File: config.mk
export PLATFORM = sky130hd
export DESIGN_NAME = rgd_requester_flat
export DESIGN_NICKNAME = d
export VERILOG_FILES = /design/src/rtl/rgd_requester_if.sv /design/src/rtl/rgd_requester.sv /design/src/flat_wrapper.sv
export SDC_FILE = /design/constraint.sdc
export NUM_CORES = 1
export LEC_CHECK = 0
export ABC_AREA = 1
export CORE_UTILIZATION = 49
export CTS_BUF_LIST = sky130_fd_sc_hd__clkbuf_2
export DETAILED_ROUTE_END_ITERATION = 7
export PLACE_DENSITY = 0.89
export REMOVE_ABC_BUFFERS = 1
export SYNTH_ARGS = -nofsm -noshare
export SYNTH_HDL_FRONTEND = slang
export SYNTH_SLANG_ARGS = --single-unit
File: constraint.sdc
create_clock -name clk -period 1.05 [get_ports clk]
set_input_delay 0.315 -clock clk [delete_from_list [all_inputs] [get_ports clk]]
set_output_delay 0.315 -clock clk [all_outputs]
set_load 0.005 [all_outputs]
File: src/rtl/rgd_requester_if.sv
// Job intake and RGD handshake signals of one requester; master is the requester side,
// slave is the local job source plus the arbiter.
interface rgd_requester_if #(
  parameter int LEN_W = 8
);
  logic             job_valid;
  logic             job_ready;
  logic [LEN_W-1:0] job_len;
  logic             r;
  logic             d;
  logic             g;
  logic             use_active;
  logic             job_done;
  logic             proto_err;
  logic             timeout_err;

  modport master (
    input  job_valid, job_len, g,
    output job_ready, r, d, use_active, job_done, proto_err, timeout_err
  );

  modport slave (
    output job_valid, job_len, g,
    input  job_ready, r, d, use_active, job_done, proto_err, timeout_err
  );
endinterface

File: src/rtl/rgd_requester.sv
// Requester end of the four-phase Request-Grant-Done handshake, with a synchronised grant.
// Optional grant-wait timeout flag enabled by defining RGD_TIMEOUT_EN.
module rgd_requester #(
  parameter int SYNC_STAGES = 2,
  parameter int LEN_W       = 8,
  parameter int TO_W        = 12,
  parameter int TO_LIMIT    = 1000
) (
  input  logic                   clk,
  input  logic                   rstn,
  rgd_requester_if.master        bus
);

  if (SYNC_STAGES < 2 || SYNC_STAGES > 4 || TO_LIMIT < 1 || TO_LIMIT >= (2 ** TO_W)) begin : g_bad_param
    $error("rgd_requester: illegal SYNC_STAGES or TO_LIMIT");
  end

  typedef enum logic [2:0] {
    IDLE    = 3'd0,
    REQ     = 3'd1,
    USE     = 3'd2,
    DONE    = 3'd3,
    RELEASE = 3'd4
  } state_t;

  state_t                 state;
  logic [LEN_W-1:0]       cnt;
  logic [SYNC_STAGES-1:0] g_sync;
  logic                   g_s;
  logic                   job_ready_q;
  logic                   r_q;
  logic                   d_q;
  logic                   use_q;
  logic                   done_q;
  logic                   perr_q;
  logic                   accept;
  logic [LEN_W-1:0]       len_eff;

  always_ff @(posedge clk or negedge rstn) begin
    if (!rstn) begin
      g_sync <= '0;
    end else begin
      g_sync <= {g_sync[SYNC_STAGES-2:0], bus.g};
    end
  end

  assign g_s     = g_sync[SYNC_STAGES-1];
  assign accept  = bus.job_valid && job_ready_q;
  assign len_eff = (bus.job_len == '0) ? LEN_W'(1) : bus.job_len;

  // job_ready is already high in RELEASE so a waiting job can re-request after a single low cycle of r.
  always_ff @(posedge clk or negedge rstn) begin
    if (!rstn) begin
      state       <= IDLE;
      cnt         <= '0;
      job_ready_q <= 1'b0;
      r_q         <= 1'b0;
      d_q         <= 1'b0;
      use_q       <= 1'b0;
      done_q      <= 1'b0;
      perr_q      <= 1'b0;
    end else begin
      done_q <= 1'b0;
      case (state)
        IDLE: begin
          job_ready_q <= 1'b1;
          if (g_s) begin
            perr_q <= 1'b1;
          end
          if (accept) begin
            state       <= REQ;
            cnt         <= len_eff;
            r_q         <= 1'b1;
            job_ready_q <= 1'b0;
          end
        end
        REQ: begin
          if (g_s) begin
            state <= USE;
            use_q <= 1'b1;
          end
        end
        USE: begin
          // A grant withdrawn mid-use is flagged but the use period still completes.
          if (!g_s) begin
            perr_q <= 1'b1;
          end
          cnt <= cnt - 1'b1;
          if (cnt == LEN_W'(1)) begin
            state <= DONE;
            use_q <= 1'b0;
            d_q   <= 1'b1;
          end
        end
        DONE: begin
          if (!g_s) begin
            state       <= RELEASE;
            r_q         <= 1'b0;
            d_q         <= 1'b0;
            done_q      <= 1'b1;
            job_ready_q <= 1'b1;
          end
        end
        RELEASE: begin
          if (g_s) begin
            perr_q <= 1'b1;
          end
          if (accept) begin
            state       <= REQ;
            cnt         <= len_eff;
            r_q         <= 1'b1;
            job_ready_q <= 1'b0;
          end else begin
            state <= IDLE;
          end
        end
        default: begin
          state       <= IDLE;
          r_q         <= 1'b0;
          d_q         <= 1'b0;
          use_q       <= 1'b0;
          job_ready_q <= 1'b0;
        end
      endcase
    end
  end

`ifdef RGD_TIMEOUT_EN
  logic [TO_W-1:0] to_cnt;
  logic            to_err_q;

  // Counter holds the index of the current REQ cycle, so the entry cycle is preloaded as the first.
  always_ff @(posedge clk or negedge rstn) begin
    if (!rstn) begin
      to_cnt   <= '0;
      to_err_q <= 1'b0;
    end else if (state != REQ || g_s) begin
      to_cnt   <= TO_W'(1);
      to_err_q <= 1'b0;
    end else begin
      if (to_cnt != TO_W'(TO_LIMIT)) begin
        to_cnt <= to_cnt + 1'b1;
      end
      to_err_q <= (to_cnt >= TO_W'(TO_LIMIT - 1));
    end
  end

  assign bus.timeout_err = to_err_q;
`else
  assign bus.timeout_err = 1'b0;
`endif

  assign bus.job_ready  = job_ready_q;
  assign bus.r          = r_q;
  assign bus.d          = d_q;
  assign bus.use_active = use_q;
  assign bus.job_done   = done_q;
  assign bus.proto_err  = perr_q;

endmodule

File: src/flat_wrapper.sv
// flat-port wrapper written by rule: the top's interface ports become plain ports
module rgd_requester_flat 
#(
  parameter int SYNC_STAGES = 2,
  parameter int LEN_W       = 8,
  parameter int TO_W        = 12,
  parameter int TO_LIMIT    = 1000
)
  (clk, rstn, bus_job_valid, bus_job_len, bus_g, bus_job_ready, bus_r, bus_d, bus_use_active, bus_job_done, bus_proto_err, bus_timeout_err);
  rgd_requester_if #(.LEN_W(LEN_W)) bus_i ();
  input  logic clk;
  input  logic rstn;
  input wire logic [$bits(bus_i.job_valid)-1:0] bus_job_valid;
  input wire logic [$bits(bus_i.job_len)-1:0] bus_job_len;
  input wire logic [$bits(bus_i.g)-1:0] bus_g;
  output wire logic [$bits(bus_i.job_ready)-1:0] bus_job_ready;
  output wire logic [$bits(bus_i.r)-1:0] bus_r;
  output wire logic [$bits(bus_i.d)-1:0] bus_d;
  output wire logic [$bits(bus_i.use_active)-1:0] bus_use_active;
  output wire logic [$bits(bus_i.job_done)-1:0] bus_job_done;
  output wire logic [$bits(bus_i.proto_err)-1:0] bus_proto_err;
  output wire logic [$bits(bus_i.timeout_err)-1:0] bus_timeout_err;
  assign bus_i.job_valid = bus_job_valid;
  assign bus_i.job_len = bus_job_len;
  assign bus_i.g = bus_g;
  assign bus_job_ready = bus_i.job_ready;
  assign bus_r = bus_i.r;
  assign bus_d = bus_i.d;
  assign bus_use_active = bus_i.use_active;
  assign bus_job_done = bus_i.job_done;
  assign bus_proto_err = bus_i.proto_err;
  assign bus_timeout_err = bus_i.timeout_err;
  rgd_requester #(.SYNC_STAGES(SYNC_STAGES), .LEN_W(LEN_W), .TO_W(TO_W), .TO_LIMIT(TO_LIMIT)) u_core (.clk(clk), .rstn(rstn), .bus(bus_i));
endmodule
* Word level (Yosys, flattened, before mapping)
Cells that the tools add are included.
Storage, ports and cells: logic and storage cells 65, output and inout port bits 7, register bits 19
Operators by class: reductions and logical operators 15, add/subtract/negate cells 1, equality and inequality tests 13, bitwise logic cells 3, multiplexer cells 24
Operator list (number):
- 2-to-1 mux 8 bit | 2
- one-hot mux 8 bit (2 select lines) | 1
- one-hot mux 3 bit (5 select lines) | 1
- AND reduction 3 bit | 5
- 2-to-1 mux 3 bit | 4
- != test 2 x 1 -> 1 bit, second input constant | 6
- 2-to-1 mux 1 bit | 11
- one-hot mux 1 bit (3 select lines) | 3
- == test 8 x 1 -> 1 bit, second input constant | 1
- zero test 8 bit | 1
- subtractor 8 x 1 -> 8 bit, second input constant | 1
- == test 3 x 2 -> 1 bit, second input constant | 2
- OR reduction 3 bit | 2
- != test 2 bit, second input constant | 2
- one-hot mux 1 bit (4 select lines) | 1
- AND reduction 4 bit | 1
- OR reduction 2 bit | 2
- == test 3 x 1 -> 1 bit, second input constant | 1
- == test 3 bit, second input constant | 1
- zero test 3 bit | 1
- NOT 1 bit | 3
- one-hot mux 1 bit (2 select lines) | 1
- AND reduction 2 bit | 1
- nonzero test 2 bit | 1
- logical AND 1 bit | 1

* Depth between registers and ports, before layout
Gate-level depths: netlist of the first run.
word-level depth 4, mapped depth 8

* Worst setup path before layout of the first run
Ideal clock, no wire load.
kind register to register, from register u_core.state[1], to register u_core.cnt[1], setup time 0.130 ns, stages on the path, launching flop included 6, clock period less this slack 1.168 ns, data arrival time 1.037 ns, required time 0.920 ns, path slack -0.118 ns, cell sequence dfrtp_1 > nor2_4 > inv_2 > buf_2 > o211ai_1 > o21ai_0
Between the ends: word-level cells in the longest chain between the ends 4
RTL lines:
- from (decl) | RTL line rgd_requester.sv:26 | state_t state;
- from (signal assigned) | RTL line rgd_requester.sv:54 | state <= IDLE;
- from (signal assigned) | RTL line rgd_requester.sv:71 | state <= REQ;
- from (signal assigned) | RTL line rgd_requester.sv:79 | state <= USE;
- == test 3 bit or zero test 3 bit (tied branches) | RTL line rgd_requester.sv:64 | case (state)
- OR reduction 2 bit (no line)
- != test 2 x 1 -> 1 bit (no line) or nonzero test 2 bit (tied branches)
- AND reduction 2 bit (no line)
- to (signal assigned) | RTL line rgd_requester.sv:72 | cnt <= len_eff;
- to (signal assigned) | RTL line rgd_requester.sv:88 | cnt <= cnt - 1'b1;
- to (signal assigned) | RTL line rgd_requester.sv:110 | cnt <= len_eff;
- to (decl) | RTL line rgd_requester.sv:27 | logic [LEN_W-1:0] cnt;
Parallel ways exist; a longest one is shown, timed or not. A chain may end at the register's enable or synchronous reset.

* Worst setup path after layout of the first run
from register u_core.state[0], to register u_core.d_q (netlist: u_core.bus.d)
Between the ends: word-level cells in the longest chain between the ends 4
RTL lines:
- == test 3 x 1 -> 1 bit, or another cell as far along | RTL line rgd_requester.sv:64
- OR reduction 3 bit (no line)
- NOT 1 bit (no line)
- AND reduction 3 bit (no line)
- to (signal assigned) | RTL line rgd_requester.sv:58 | d_q <= 1'b0;
- to (signal assigned) | RTL line rgd_requester.sv:92 | d_q <= 1'b1;
- to (signal assigned) | RTL line rgd_requester.sv:99 | d_q <= 1'b0;
- to (decl) | RTL line rgd_requester.sv:32 | logic d_q;
Parallel ways exist; a longest one is shown, timed or not.

==> flow_metrics.tcl, run 1 <==
set metrics [dict create \
    p_leak_uw 0.000896 \
    crit_required_ns 1.35 \
    synth-warning-count 0 \
    track_usage_pct 31.8 \
    hold_viol 0 \
    irDropWorstVdd_mv 2.61 \
    async_flop_share_pct 100 \
    insertion_delay_ns 0.36 \
    start_util_pct 54.0 \
    fin_crit_sh_pct 130 \
    yosysTopAreaCellShare_pct 43.1 \
    period_minus_slack_ns 1.37 \
    cts_root_buffer "clkbuf_2" \
    final.setup_skew_ns 0.0114 \
    max_stage_delay_ns 0.48 \
    powerDensity_mw_per_mm2 3330 \
    grt_pass1_wl_mm 5.81 \
    maxSlewViolCount 0 \
    violations "negative setup slack" \
    worstPathArrival_ns 1.66 \
    pwr-share-comb_pct 72.6 \
    core_area_mm2 0.00204 \
    syn_area_mm2 0.00110 \
    gp_congestion 0.907 \
    timing.fmax_mhz 731 \
    multi_input_area_um2 708 \
    nFillCells 104 \
    via_count 1381 \
    antenna_found_initial 0 \
    ys_seq_area_share_pct 43.1 \
    synth-seq-cells 19 \
    first_pass_iters 5 \
    cts_buffer_depth 2 \
    diodes 0 \
    holdBufCountCts 0 \
    setup_ws_ns -0.318 \
    slowest_stage "dfrtp_2" \
    ys_types 20 \
    synth_area_leader_cell "dfrtp_1" \
    grt-ovfl-total 0 \
    drt_iter0_drc 92 \
    final-setup-viol-count 23 \
    htree_levels 1 \
    die_w_um 49.4 \
    drv_cap 0 \
    grt_pass1_vias 1245 \
    setup_tns_ns -4.96 \
    synthCells 154 \
    die_area_mm2 0.00244 \
    hold_path.class "in -> async" \
    cts_buffers 3 \
    viasPerCell 5.88 \
    place_hpwl_mm 2.21 \
    die_y_um 49.4 \
    cp_max_fo 6 \
    io_pins 19 \
    synth_flop_cell "dfrtp_1" \
    cts_tree "yes" \
    drc 0 \
    ys_top_cells_by_count "nand2_1 (41), dfrtp_1 (19), inv_1 (19), nor2_1 (19)" \
    critPathBufInv 1 \
    finalWirelength_mm 4.40 \
    syn_to_final_growth_pct 64.4 \
    swShare_pct 50.8 \
    status "complete, but fails checks" \
    row_count 16 \
    power_frac_seq_pct 21.6 \
    critPathCaptureType "flop" \
    synth_edf_count 0 \
    p_clk_share_pct 5.9 \
    internal-power_uw 2970 \
    wl_per_cell_um 18.7 \
    worstPathCellList "inv_2 -> nor2_4 -> nand3_2 -> nand2_4 -> nor2_1 -> a21oi_2" \
    drive_above_1_share_pct 47.1 \
    cp-start-kind "flop" \
    numClockSinks 19 \
    nNetsFinal 223 \
    clk_pin_slew_ns 0.21 \
    ys_top_cells_by_area "dfrtp_1 (43%), nand2_1 (14%), inv_1 (6.5%), nor2_1 (6.5%), nand3_1 (4.5%)" \
    synth.most_common_cell "nand2_1" \
    port_buffers 17 \
    p_switching_uw 3060 \
    antenna_left 0 \
    critPathKind "reg -> reg" \
    rsz0062_at_grt "yes" \
    grt_max_degree 20 \
    synth_area_per_cell_um2 7.16 \
    path_delay_family "simple AND/OR/NAND/NOR gates" \
    regArea_um2 479 \
    hold_ws_ns 0.270 \
]
## kinds of logic after synthesis
logic type	count (synthesis)	share of synthesized area, %
and+or+nand+nor	82	33.3
buffers and inverters	26	9.42
AOI/OAI and AO/OA	24	11.6
DFF	19	43.1
adders and majority gates	2	2.27
other	1	0.340
## area by class of cell
cell class / instances / area share [%]
clock buffers: 3 / 0.829
repair buffers: 52 / 25.3
flip-flops and latches: 19 / 26.5
inverters: 23 / 5.87
repair inverters: 1 / 0.345
multi-input cells: 109 / 39.1
well taps: 27 / 1.86
clock inverters: 1 / 0.276
## metal layers
layer	GRT usage, %	up-vias	wire [um]	share of wire, %
li1	-	598	-	-
met1	38.5	634	1680	38
met2	54.1	119	2110	48
met3	4.36	30	398	9.1
met4	17.6	0	207	4.7
met5	0	-	0	0
## per-stage QoR
stage,total power (uW),std cells,setup slack (ns),instance area (um2),util (%)
2_1_floorplan,2760,151,-0.233,1080,-
3_3_place_gp,3870,223,-0.412,1510,74.0
3_5_place_dp,4040,223,-0.441,1510,74.0
4_1_cts,4680,229,-0.205,1590,78.0
5_1_grt,6360,235,-0.401,1810,88.7
6_report,6030,235,-0.318,1810,88.7
## repair_timing
item	CTS	global route
buffers inserted	2	5
resized for setup	50	52
cloned	0	1
pin swaps	4	15
endpoints found under the setup margin	21	21
## registers in the layout (all words and copies together) (netlist names)
name,flops
u_core.cnt,8
u_core.state,3
u_core.g_sync,2
u_core.bus.d,1
u_core.bus.job_done,1
u_core.bus.job_ready,1
u_core.bus.proto_err,1
u_core.bus.r,1
u_core.bus.use_active,1
## layout by cell type, fill, tap and decap left out
cell             Yosys  final
o211ai_1             3      3
o21ai_0             10      5
dfrtp_2              0      3
ha_2                 0      2
inv_8                0      2
a21oi_2              0      4
buf_6                0      6
inv_4                0      3
inv_1               19     10
conb_1               1      1
nand2_1             41     35
buf_8                0      1
o21ai_1              4      5
nor3_1               2      1
nand2_4              0      5
nor2_2               0      1
clkinv_2             0      1
o21ai_2              0      3
buf_2                2      6
nand2_2              2      3
nand3b_1             1      1
a21oi_1              7      3
o21ai_4              0      1
dfrtp_1             19     16
nand3_2              2      4
nand3_4              0      2
nor2_4               2     10
nand3_1             10      6
nand4_1              3      3
nor3_2               0      1
buf_4                1     26
inv_2                4      9
buf_12               0      2
nor2_1              19     10
clkbuf_2             0      3
clkdlybuf4s50_1      0     11
## final timing paths
check / slack, ns / cells past startpoint / start / end
max: -0.32 / 6 / u_core.state[0] / u_core.bus.d
min: 0.27 / 2 / rstn / u_core.g_sync[0]
max reg2reg: -0.32 / 6 / u_core.state[0] / u_core.bus.d
min reg2reg: 0.38 / 0 / u_core.g_sync[0] / u_core.g_sync[1]
max in group asynchronous: 0.63 / 2 / rstn / u_core.cnt[1]
min in group clk: 0.36 / 1 / bus_g / u_core.g_sync[0]
## power by group through the flow
stage / clock network, uW / registers (uW) / logic (uW)
after floorplan: 0 / 1250 / 1500
after global placement: 0 / 1210 / 2650
after detailed placement: 0 / 1240 / 2810
after CTS: 329 / 1240 / 3110
after global routing: 388 / 1310 / 4660
final: 354 / 1300 / 4380
Power figures use the tool's default switching activity.
==> inputs of run 2 (changes only) <==
Settings changed: CORE_MARGIN from default to 2, GPL_TIMING_DRIVEN from default to 0.
==> run 2 against run 1 <==
Against the previous run:
- the run still ends with negative setup slack left
- wire length shrank 17%
- register-to-register slack better by 0.04 ns
- maximum frequency rose by 2.8%
- first-iteration DRC count fell by 62%
- die area grew 8.3%
- clock power shrank 8.2%
- sequential share of layout area grew 0.91 points
- count of clock-buffer cells in the layout did not move
- total power down 5.7%
- sequential power increased by 5%
- via count shrank 4.6%
- critical endpoint is now u_core.state[0]
==> flow_metrics.tcl, run 2 (same netlist as run 1, synthesis figures left out) <==
set metrics [dict create \
    worstPathArrival_ns 1.56 \
    rsz0062_at_grt "yes" \
    row_count 17 \
    worstPathCellList "inv_2 -> ha_4 -> nand2_4 -> o21ai_4 -> nand3_2 -> nand2_2 -> nand2_1" \
    postLayoutCellArea_mm2 0.00176 \
    postPlaceCellArea_mm2 0.00129 \
    layout_commonest_cell "nand2_1" \
    p_leak_uw 0.000869 \
    viasPerCell 5.73 \
    status "complete, but fails checks" \
    core_area_mm2 0.00217 \
    cts_buffer_depth 2 \
    drive_above_1_share_pct 44.6 \
    diodes 0 \
    hold_path.class "in -> async" \
    timing.fmax_mhz 752 \
    htree_levels 1 \
    track_usage_pct 27.3 \
    gp_congestion 0.831 \
    critPathBufInv 1 \
    slowest_stage "dfrtp_1" \
    critPathKind "reg -> reg" \
    antenna_found_initial 0 \
    place_hpwl_mm 1.86 \
    syn_to_final_growth_pct 59.7 \
    first_pass_iters 4 \
    critPathCaptureType "flop" \
    stdcell_count 230 \
    setup_ws_ns -0.280 \
    drv_cap 0 \
    path_delay_family "flip-flops" \
    io_pins 19 \
    cp_num_cells 7 \
    cts_root_buffer "clkbuf_2" \
    die_y_um 51.4 \
    finalWirelength_mm 3.66 \
    drt_iter0_drc 35 \
    grt_pass1_vias 1246 \
    top_register "u_core.cnt" \
    max_stage_delay_ns 0.42 \
    relSlewSlack_pct 44.3 \
    r2r_end "u_core.state[0]" \
    violations "negative setup slack" \
    antenna_left 0 \
    grt_max_degree 20 \
    r2r-start "u_core.cnt[1]" \
    setup_tns_ns -3.70 \
    hold_viol 0 \
    period_minus_slack_ns 1.33 \
    clk_pin_slew_ns 0.19 \
    crit_start "u_core.cnt[1]" \
    grt-ovfl-total 0 \
    largest_reg_flops 8 \
    fin_crit_sh_pct 127 \
    final-setup-viol-count 21 \
    top_regs "u_core.cnt: 8 flops, u_core.state: 3 flops, u_core.g_sync: 2 flops" \
    via_count 1318 \
    drc 0 \
    holdBufCountCts 0 \
    die_w_um 51.4 \
    nNetsFinal 217 \
    final_core_util_pct 81.1 \
    cp_max_fo 4 \
    maxSlewViolCount 0 \
    placed_cells 196 \
    cts_tree "yes" \
    final.setup_skew_ns 0.00460 \
    die_area_mm2 0.00265 \
    grt_pass1_wl_mm 5.34 \
    wl_per_cell_um 15.9 \
    setup.worst_path.end "u_core.state[0]" \
    powerDensity_mw_per_mm2 3230 \
    irDropWorstVdd_mv 2.07 \
    numClockSinks 19 \
    start_util_pct 50.8 \
    port_buffers 17 \
    worst_pin_slew_ns 0.835 \
    crit_required_ns 1.28 \
    rrSetupSlack_ns -0.28 \
    insertion_delay_ns 0.31 \
    cts_buffers 3 \
    mostFrequentLayoutCells "nand2_1 (35), buf_4 (22), dfrtp_1 (14)" \
    cp-start-kind "flop" \
    reg2reg_depth 7 \
]
==> run 2: cell types whose count changed in the layout (fill, tap and decap cells not counted), sizes merged <==
cell           before  now
buf                41   33
clkdlybuf4s50      11   10
clkinvlp            0    1
dlygate4sd2         0    1
nand2              43   44
==> run 2: cell type report <==
| class | count | area [um2] |
|---|---|---|
| Tap cell | 28 | 35.0 |
| Multi-Input combinational cell | 110 | 741 |
| Fill cell | 139 | 409 |
| Sequential cell | 19 | 482 |
| Timing Repair Buffer | 44 | 373 |
| Timing Repair inverter | 2 | 11.3 |
| Inverter | 23 | 98.8 |
| Clock inverter | 1 | 5.00 |
| Clock buffer | 3 | 15.0 |
==> run 2: where the power goes <==
group	internal, uW	switching (uW)
combinational	1710	2290
sequential	1030	339
clock	86.3	239
total	2820	2860
==> run 2: how the worst min path moves through the flow <==
stage                          start                     to  slack, ns  cells after the start
floorplan                       rstn           u_core.bus.d       0.02                      0
global placement    u_core.g_sync[0]       u_core.g_sync[1]       0.33                      0
detailed placement  u_core.g_sync[0]       u_core.g_sync[1]       0.34                      0
CTS                             rstn        u_core.state[0]       0.19                      1
global route                    rstn   u_core.bus.proto_err       0.24                      1
finish                          rstn  u_core.bus.use_active       0.18                      1
==> run 2: worst register-to-register path, delay by kind of cell, from the launching register on <==
| kind | cells | cell delay (ns) |
|---|---|---|
| buffers and inverters | 1 | 0.14 |
| adder cells (fa/ha/maj) | 1 | 0.16 |
| AO/OA/AOI/OAI | 1 | 0.24 |
| flip-flops | 1 | 0.42 |
| AND/OR/NAND/NOR | 4 | 0.30 |
==> run 2: through the flow <==
step	worst slack [ns]	hold WS (ns)	total power, uW
6_report	-0.280	0.180	5690
5_1_grt	-0.332	0.239	6090
4_1_cts	-0.189	0.194	4690
3_5_place_dp	-0.565	0.337	3370
3_3_place_gp	-0.518	0.335	3210
2_1_floorplan	-0.233	0.0194	2760
==> run 2: timing repair <==
action / CTS / global route
buffers inserted: 18 / 9
endpoints found under the setup margin: 21 / 22
pin swaps: 15 / 14
resized for setup: 66 / 35
cloned: 3 / 0
==> run 2: per-layer routing <==
layer,track usage [%],wire length [um],up-vias
li1,-,-,599
met4,12.3,192,0
met5,0,0,-
met3,3.80,250,27
met1,29.4,1260,608
met2,51.7,1960,84
